[config.mk]
export PLATFORM = sky130hd
export DESIGN_NAME = lsu_mem_stage
export DESIGN_NICKNAME = d
export VERILOG_FILES = /design/src/rtl/lsu_pkg.sv /design/src/rtl/lsu_ld_fmt.sv /design/src/rtl/lsu_mem_stage.sv
export SDC_FILE = /design/constraint.sdc
export NUM_CORES = 1
export LEC_CHECK = 0
export ABC_AREA = 1
export CORE_UTILIZATION = 30
export CTS_CLUSTER_SIZE = 24
export DETAILED_ROUTE_END_ITERATION = 6
export PLACE_DENSITY_LB_ADDON = 0.2
export REMOVE_ABC_BUFFERS = 1
export SYNTH_ARGS = -nofsm -noshare
export SYNTH_HDL_FRONTEND = slang
export SYNTH_SLANG_ARGS = --single-unit
[constraint.sdc]
create_clock -name i_clk -period 6.49 [get_ports i_clk]
set_input_delay 1.947 -clock i_clk [delete_from_list [all_inputs] [get_ports i_clk]]
set_output_delay 1.947 -clock i_clk [all_outputs]
set_load 0.005 [all_outputs]
[src/rtl/lsu_pkg.sv]
// Shared definitions for the MEM-stage load/store unit: funct3 encodings,
// FSM states and the default bus timeout.
package lsu_pkg;

  localparam logic [2:0] F3_B  = 3'b000;
  localparam logic [2:0] F3_H  = 3'b001;
  localparam logic [2:0] F3_W  = 3'b010;
  localparam logic [2:0] F3_BU = 3'b100;
  localparam logic [2:0] F3_HU = 3'b101;

  localparam int TIMEOUT_DEF = 255;

  typedef enum logic [1:0] {
    IDLE = 2'd0,
    BUSY = 2'd1,
    DONE = 2'd2
  } lsu_state_e;

endpackage

[src/rtl/lsu_ld_fmt.sv]
// Load formatter: picks the byte/half lane out of the read word and
// sign- or zero-extends it; reserved encodings return the full word.
module lsu_ld_fmt
  import lsu_pkg::*;
(
  input  logic [31:0] rdata,
  input  logic [1:0]  addr_lo,
  input  logic [2:0]  funct3,
  output logic [31:0] ld_word
);

  logic [7:0]  byte_sel;
  logic [15:0] half_sel;

  always_comb begin
    byte_sel = rdata[{addr_lo, 3'b000} +: 8];
    half_sel = addr_lo[1] ? rdata[31:16] : rdata[15:0];
    case (funct3)
      F3_B:    ld_word = {{24{byte_sel[7]}}, byte_sel};
      F3_BU:   ld_word = {24'h0, byte_sel};
      F3_H:    ld_word = {{16{half_sel[15]}}, half_sel};
      F3_HU:   ld_word = {16'h0, half_sel};
      default: ld_word = rdata;
    endcase
  end

endmodule

[src/rtl/lsu_mem_stage.sv]
// MEM-stage load/store unit: alignment check, store lane steering, req/ack
// handshake with timeout, and the registered load result for writeback.
module lsu_mem_stage
  import lsu_pkg::*;
#(
  parameter int TIMEOUT = TIMEOUT_DEF
) (
  input  logic        i_clk,
  input  logic        i_reset,
  input  logic        i_lsu_en,
  input  logic        i_lsu_wren,
  input  logic [2:0]  i_funct3,
  input  logic [31:0] i_addr,
  input  logic [31:0] i_st_data,
  output logic        o_mem_req,
  output logic        o_mem_we,
  output logic [31:0] o_mem_addr,
  output logic [31:0] o_mem_wdata,
  output logic [3:0]  o_mem_bmask,
  input  logic        i_mem_ack,
  input  logic [31:0] i_mem_rdata,
  output logic        o_stall,
  output logic [31:0] o_ld_data,
  output logic        o_ld_valid,
  output logic        o_misaligned,
  output logic        o_bus_err
);

  localparam logic [7:0] CNT_LAST = 8'(TIMEOUT - 1);

  lsu_state_e  state, state_nxt;
  logic [7:0]  cnt;
  logic [1:0]  addr_lo;
  logic [2:0]  funct3_q;
  logic        aligned, start, ack_done, tmo;
  logic [31:0] wdata_c;
  logic [3:0]  bmask_c;
  logic [31:0] ld_word;

  // funct3[1:0] alone gives the access size; reserved codes fall into the word case
  always_comb begin
    case (i_funct3[1:0])
      2'b00:   aligned = 1'b1;
      2'b01:   aligned = ~i_addr[0];
      default: aligned = (i_addr[1:0] == 2'b00);
    endcase
  end

  // reset gates the combinational outputs so the core sees no stall while held in reset
  assign start        = (state == IDLE) && i_lsu_en && aligned && !i_reset;
  assign o_misaligned = (state == IDLE) && i_lsu_en && !aligned && !i_reset;
  assign ack_done     = (state == BUSY) && i_mem_ack;
  assign tmo          = (state == BUSY) && !i_mem_ack && (cnt == CNT_LAST);
  assign o_stall      = start || (state == BUSY);
  assign o_mem_req    = (state == BUSY);

  always_comb begin
    wdata_c = i_st_data;
    bmask_c = 4'b1111;
    if (i_lsu_wren) begin
      case (i_funct3[1:0])
        2'b00: begin
          wdata_c = {4{i_st_data[7:0]}};
          bmask_c = 4'b0001 << i_addr[1:0];
        end
        2'b01: begin
          wdata_c = {2{i_st_data[15:0]}};
          bmask_c = i_addr[1] ? 4'b1100 : 4'b0011;
        end
        default: ;
      endcase
    end
  end

  always_comb begin
    state_nxt = state;
    case (state)
      IDLE:    if (start) state_nxt = BUSY;
      BUSY:    if (ack_done || tmo) state_nxt = DONE;
      DONE:    state_nxt = IDLE;
      default: state_nxt = IDLE;
    endcase
  end

  always_ff @(posedge i_clk or posedge i_reset) begin
    if (i_reset) state <= IDLE;
    else         state <= state_nxt;
  end

  // request capture at BUSY entry, timeout counter, result registers
  always_ff @(posedge i_clk or posedge i_reset) begin
    if (i_reset) begin
      cnt         <= 8'h0;
      o_mem_we    <= 1'b0;
      o_mem_addr  <= 32'h0;
      o_mem_wdata <= 32'h0;
      o_mem_bmask <= 4'h0;
      o_ld_data   <= 32'h0;
      o_ld_valid  <= 1'b0;
      o_bus_err   <= 1'b0;
    end else begin
      o_ld_valid <= 1'b0;
      o_bus_err  <= 1'b0;
      if (start) begin
        cnt         <= 8'h0;
        o_mem_we    <= i_lsu_wren;
        o_mem_addr  <= {i_addr[31:2], 2'b00};
        o_mem_wdata <= wdata_c;
        o_mem_bmask <= bmask_c;
      end else if (state == BUSY) begin
        cnt <= cnt + 8'd1;
      end
      if (ack_done && !o_mem_we) begin
        o_ld_data  <= ld_word;
        o_ld_valid <= 1'b1;
      end
      if (tmo) begin
        o_ld_data <= 32'h0;
        o_bus_err <= 1'b1;
      end
    end
  end

  always_ff @(posedge i_clk) begin
    if (start) begin
      addr_lo  <= i_addr[1:0];
      funct3_q <= i_funct3;
    end
  end

  lsu_ld_fmt u_ld_fmt (
    .rdata   (i_mem_rdata),
    .addr_lo (addr_lo),
    .funct3  (funct3_q),
    .ld_word (ld_word)
  );

endmodule
==> reports/summary.txt, run 1 <==
CTS buffer count: 17
Layout area overhead: 45.2%
flop-to-flop setup slack: 4.46 ns
RR Startpoint: addr_lo[0]$_DFFE_PN_
area fraction of the dominant cell type after synthesis: 46.2%
EDFF count, synth: 5
unrepaired setup endpoints after global routing: no
Post-synth top cells: 369 x nand2_1, 111 x dfrtp_1, 74 x nand3_1
drt wl/cell: 14.3 um
GRT Resource Usage Total: 18.1%
Crit Path Category: in2out
Power Dens Cells: 327 nW/um^2
CTS resizes: 0
CTS Root Cell: clkbuf_16
Final Max Slew Viols: 0
Setup WS post-layout: 0.764 ns
clock tree buffer depth: 2
Post-DP HPWL: 12,300 um
post-route insts no fill: 1,264
clock-pin slew on the worst setup and hold paths: 0.06 ns
starting DRC count in detailed routing: 307
Worst Setup EP: o_misaligned
PortBufs: 207
final instance area: 8730 um^2
clock sink count: 116
placed insts: 1,232
Data arrival, critical path: 3.78 ns
worst-path fanout max: 10
Max IR drop VDD: 0.171 mV
clk_skew: 0.0144 ns
Place WS: 0.722 ns
vias in the first global route: 5,243
YS warnings: 0
WL final: 18,100 um
TritonRoute pass-1 iters: 5
RR Endpoint: o_ld_data[24]$_DFFE_PP0P_
Leakage: 4.38 nW
Synth async-reset ratio: 95.7%
Die Wd: 144 um
Yosys reg bits: 116
critical path required time: 4.54 ns
count of final setup violators: 0
detailed-route via count: 5,560
post-synth top area cell: dfrtp_1
top cells by area, synth: dfrtp_1 46%, nand2_1 23%, nand3_1 6.2%
htree depth: 4
final setup TNS: 0 ns
Final nets: 1,092
Top FF cell, synth: dfrtp_1
run status: finished, final reports clean
Antenna Cells: 0
Clock Latency Late Sink: 0.42 ns
Top Ports: 210
Worst Hold Class: reg2reg
drc violations: 0
min Tclk post-route: 5.73 ns
initial antenna violation count: 0
share of cells above drive strength 1: 8.01%
max frequency: 175 MHz
Placed Area: 8160 um^2
share of the yosys chip area belonging to registers: 48.7%
worst slew pin tran: 1.15 ns
total grt overflow: 0
cell row count: 51
Final Wtd Congestion: 0.784
Setup crit start: i_funct3[0]
Post-DRT Antenna Nets: 0
Worst Reg2Reg Path Length in Cells: 7
Die Y: 144 um
largest net degree at the start of global routing: 85
Fillers: 1,988
Hold Vio Cnt, Final: 0
crit end category: primary output
Final Cycle Share: 88.2%
Unique masters post-synth: 29
core area: 19,600 um^2
first-pass GRT wire length: 28,200 um
hold buffer count at CTS: 0
post-CTS setup buffers: 0
most common cell in the netlist: nand2_1
Gate Count Post-Synth: 796
Starting Density: 30.7%
max-cap violations: 0
die area: 20,600 um^2
synthesized area: 6020 um^2
CTS tree: done
Vias/cell: 4.40
Slew HR: 22.9%
Synth Area per Inst: 7.56 um^2
Pwr Total: 0.00285 W
type of origin of the critical path: primary input
==> layout by cell type (no fill, tap or decap), types with 13 or more instances in the layout <==
master / count
a21oi_2: 16
dfrtp_1: 111
nand2_2: 13
o21ai_0: 37
nand3_1: 74
clkbuf_16: 17
inv_1: 64
clkdlybuf4s50_1: 207
a21oi_1: 21
nor2_1: 18
nand2_1: 369
==> power by group <==
group,switching (W),leakage [nW],internal (W)
clock,0.000378,0.272,0.000538
sequential,0.000134,1.45,0.000945
combinational,0.000334,2.66,0.000524
total,0.000846,4.38,0.00201
==> critical path, stage by stage <==
cell and delay [ns]:
clkdlybuf4s50_1 0.72, inv_4 0.07, nand2_4 0.11, nand2_2 0.12, nor4_1 0.23, clkdlybuf4s50_1 0.57
==> metrics by stage <==
step	hold WS [ns]	util, %
floorplan	0.463	-
global placement	0.460	41.7
detailed placement	0.464	41.7
CTS	0.481	44.6
global route	0.495	44.6
finish	0.475	44.6
==> worst min-delay path by stage <==
stage	from	endpoint	slack (ns)	cells after the start
3_3_place_gp	o_mem_addr[2]$_DFFE_PP0N_	o_mem_addr[2]$_DFFE_PP0N_	0.46	2
5_1_grt	o_mem_addr[2]$_DFFE_PP0N_	o_mem_addr[2]$_DFFE_PP0N_	0.49	2
2_1_floorplan	cnt[4]$_DFFE_PP0P_	cnt[4]$_DFFE_PP0P_	0.46	2
3_5_place_dp	o_mem_wdata[11]$_DFFE_PP0N_	o_mem_wdata[11]$_DFFE_PP0N_	0.46	2
6_report	o_mem_wdata[24]$_DFFE_PP0N_	o_mem_wdata[24]$_DFFE_PP0N_	0.48	2
4_1_cts	o_mem_wdata[24]$_DFFE_PP0N_	o_mem_wdata[24]$_DFFE_PP0N_	0.48	2
==> final cells by class <==
| cell class | instances | area (um^2) | share of cell area [%] |
|---|---|---|---|
| clock inverters | 14 | 145 | 1.66 |
| well taps | 265 | 332 | 3.80 |
| clock buffers | 18 | 429 | 4.91 |
| multi-input cells | 569 | 2520 | 28.8 |
| repair buffers | 212 | 2110 | 24.2 |
| flip-flops and latches | 116 | 2930 | 33.5 |
| inverters | 70 | 275 | 3.15 |
==> flip-flops by register name (all words and copies together), names as in the netlist <==
signal / count
o_ld_data: 32
o_mem_wdata: 32
o_mem_addr: 30
cnt: 8
o_mem_bmask: 4
funct3_q: 3
addr_lo: 2
state: 2
o_bus_err: 1
o_ld_valid: 1
o_mem_we: 1
==> cell families (layout without fill, tap and decap cells) <==
| kind of cell | after synthesis | in the layout | share of synthesized area [%] |
|---|---|---|---|
| simple gates | 488 | 488 | 33.8 |
| flops | 116 | 116 | 48.7 |
| buf+inv | 112 | 314 | 9.59 |
| compound gates | 77 | 77 | 7.47 |
| fa+ha+maj | 2 | 2 | 0.416 |
| other cells | 1 | 2 | 0.0623 |
==> per-layer routing <==
layer / vias up / share of wire, % / track usage (%)
met4: 0 / 1.0 / 6.10
met1: 2493 / 46 / 23.6
met2: 195 / 43 / 26.7
li1: 2858 / - / -
met5: - / 0 / 0
met3: 14 / 9.8 / 7.43
Note: power is estimated with default switching activity, not from simulation.
==> run 2: changes to the inputs <==
- CORE_MARGIN: unset -> 2
==> run 2 against run 1 <==
  * Cell area up 0.53%
  * Flip-flop and latch count unchanged
  * Core utilization up 0.24 points
  * Register-to-register slack improved by 0.06 ns
  * Final cell count unchanged
==> reports/summary.txt, run 2 (synthesis results as in run 1) <==
Power Dens Cells: 335 nW/um^2 (+2.5%)
PortBufs: 207 (unchanged)
Clock Latency Late Sink: 0.42 ns (about the same)
Final nets: 1,092 (unchanged)
total grt overflow: 0 (unchanged)
placed insts: 1,232 (unchanged)
type of origin of the critical path: primary input
post-route insts no fill: 1,264 (unchanged)
count of final setup violators: 0 (unchanged)
clock tree buffer depth: 2 (unchanged)
initial antenna violation count: 0 (unchanged)
CP max-delay cell: clkdlybuf4s50_1
Final Max Slew Viols: 0 (unchanged)
drc violations: 0 (unchanged)
largest registers: o_ld_data x32, o_mem_wdata x32, o_mem_addr x30
CTS Root Cell: clkbuf_16
Die Y: 146 um (+1.4%)
critical-path cell list: clkdlybuf4s50_1, inv_4, nand2_4, nand2_2, nor4_1, clkdlybuf4s50_1
run status: finished, final reports clean
RR Startpoint: addr_lo[0]$_DFFE_PN_
share of cells above drive strength 1: 8.01% (unchanged)
register cell area after layout: 2930 um^2 (unchanged)
drt wl/cell: 14.8 um (+3.7%)
cell row count: 51 (unchanged)
Die Wd: 146 um (+1.4%)
TritonRoute pass-1 iters: 4 (-1)
Vias/cell: 4.50 (+2.3%)
Place WS: 0.719 ns (-0.00318 ns)
Final Cycle Share: 88.5% (+0.26 points)
Data arrival, critical path: 3.80 ns (+0.02 ns)
CTS tree: done
Max stage delay on crit path: 0.76 ns (+0.04 ns)
area of the multi-input gates: 2520 um^2 (unchanged)
unrepaired setup endpoints after global routing: no
hold buffer count at CTS: 0 (unchanged)
Leakage: 4.41 nW (+0.74%)
Worst Hold Class: reg2reg
clk_skew: 0.0112 ns (-0.00316 ns)
Most Frequent Cell on Critical Path: clkdlybuf4s50_1
Post-DRT Antenna Nets: 0 (unchanged)
Antenna Cells: 0 (unchanged)
worst-path fanout max: 10 (unchanged)
Setup WS post-layout: 0.747 ns (-0.0168 ns)
Pwr Total: 0.00294 W (+3.1%)
worst slew pin tran: 1.14 ns (-0.0103 ns)
final setup TNS: 0 ns (unchanged)
vias in the first global route: 5,747 (+9.6%)
largest net degree at the start of global routing: 87 (+2.4%)
Starting Density: 30.7% (unchanged)
Final Wtd Congestion: 0.793 (+1.2%)
Layout area overhead: 45.9%
clock-pin slew on the worst setup and hold paths: 0.06 ns (about the same)
htree depth: 4 (unchanged)
Slew HR: 23.6% (+0.69 points)
critical path required time: 4.54 ns (about the same)
Worst Min Path Start: o_mem_addr[19]$_DFFE_PP0N_
Setup crit start: i_funct3[0]
first-pass GRT wire length: 30,500 um (+8.0%)
most common cell after layout, fill and taps aside: nand2_1
Hold Vio Cnt, Final: 0 (unchanged)
max frequency: 174 MHz (-0.29%)
detailed-route via count: 5,689 (+2.3%)
max-cap violations: 0 (unchanged)
Top Ports: 210 (unchanged)
most frequent cells in the layout: 369 x nand2_1, 207 x clkdlybuf4s50_1, 111 x dfrtp_1
min Tclk post-route: 5.74 ns (+0.0168 ns)
CTS resizes: 0 (unchanged)
GRT Resource Usage Total: 17.9% (-0.14 points)
die area: 21,200 um^2 (+2.8%)
post-CTS setup buffers: 0 (unchanged)
core area: 19,600 um^2 (unchanged)
crit end category: primary output
Max IR drop VDD: 0.174 mV (+1.7%)
WL final: 18,700 um (+3.7%)
Fillers: 1,975 (-0.65%)
Post-DP HPWL: 12,500 um (+2.3%)
clock sink count: 116 (unchanged)
CTS buffer count: 17 (unchanged)
starting DRC count in detailed routing: 292 (-4.9%)
Crit Path Category: in2out
==> run 2: path summary, 6_finish.rpt <==
| check | slack [ns] | cells after the start | endpoint |
|---|---|---|---|
| min in group asynchronous | 2.05 | 3 | o_ld_data[25]$_DFFE_PP0P_ |
| max | 0.75 | 6 | o_misaligned |
| max reg2reg | 4.52 | 7 | o_ld_data[19]$_DFFE_PP0P_ |
| max in group asynchronous | 3.03 | 4 | o_mem_wdata[15]$_DFFE_PP0N_ |
| min | 0.48 | 2 | o_mem_addr[19]$_DFFE_PP0N_ |
| min reg2reg | 0.48 | 2 | o_mem_addr[19]$_DFFE_PP0N_ |
==> run 2: layout make-up <==
| type | instances | share of cell area [%] |
|---|---|---|
| sequential | 116 | 33.3 |
| multi-input combinational | 569 | 28.7 |
| timing repair buffer | 212 | 24.0 |
| clock buffer | 18 | 4.89 |
| tap | 265 | 3.78 |
| inverter | 70 | 3.13 |
| clock inverter | 14 | 2.18 |
==> run 2: layer usage <==
layer	global-route usage, %	wire length (um)
met1	22.7	8570
met2	27.3	8200
met3	8.34	1760
met4	5.34	216
met5	0	0
==> run 2: worst max-delay path: cells and delay by family <==
kind | cells | cell delay, ns
and+or+nand+nor | 3 | 0.45
buffers and inverters | 3 | 1.38
==> run 2: report_power, final <==
part / leakage [nW] / switching (W) / total (W) / internal [W]
logic: 2.66 / 0.000342 / 0.000867 / 0.000525
registers: 1.45 / 0.000129 / 0.00107 / 0.000945
clock network: 0.304 / 0.000383 / 0.00100 / 0.000618
total: 4.41 / 0.000854 / 0.00294 / 0.00209
==> run 2: per-stage QoR <==
stage / hold WS [ns] / area [um^2] / util, %
after global placement: 0.461 / 8160 / 41.7
after CTS: 0.481 / 8780 / 44.8
after detailed placement: 0.464 / 8160 / 41.7
after global routing: 0.504 / 8780 / 44.8
after floorplan: 0.463 / 5720 / -
final: 0.479 / 8780 / 44.8
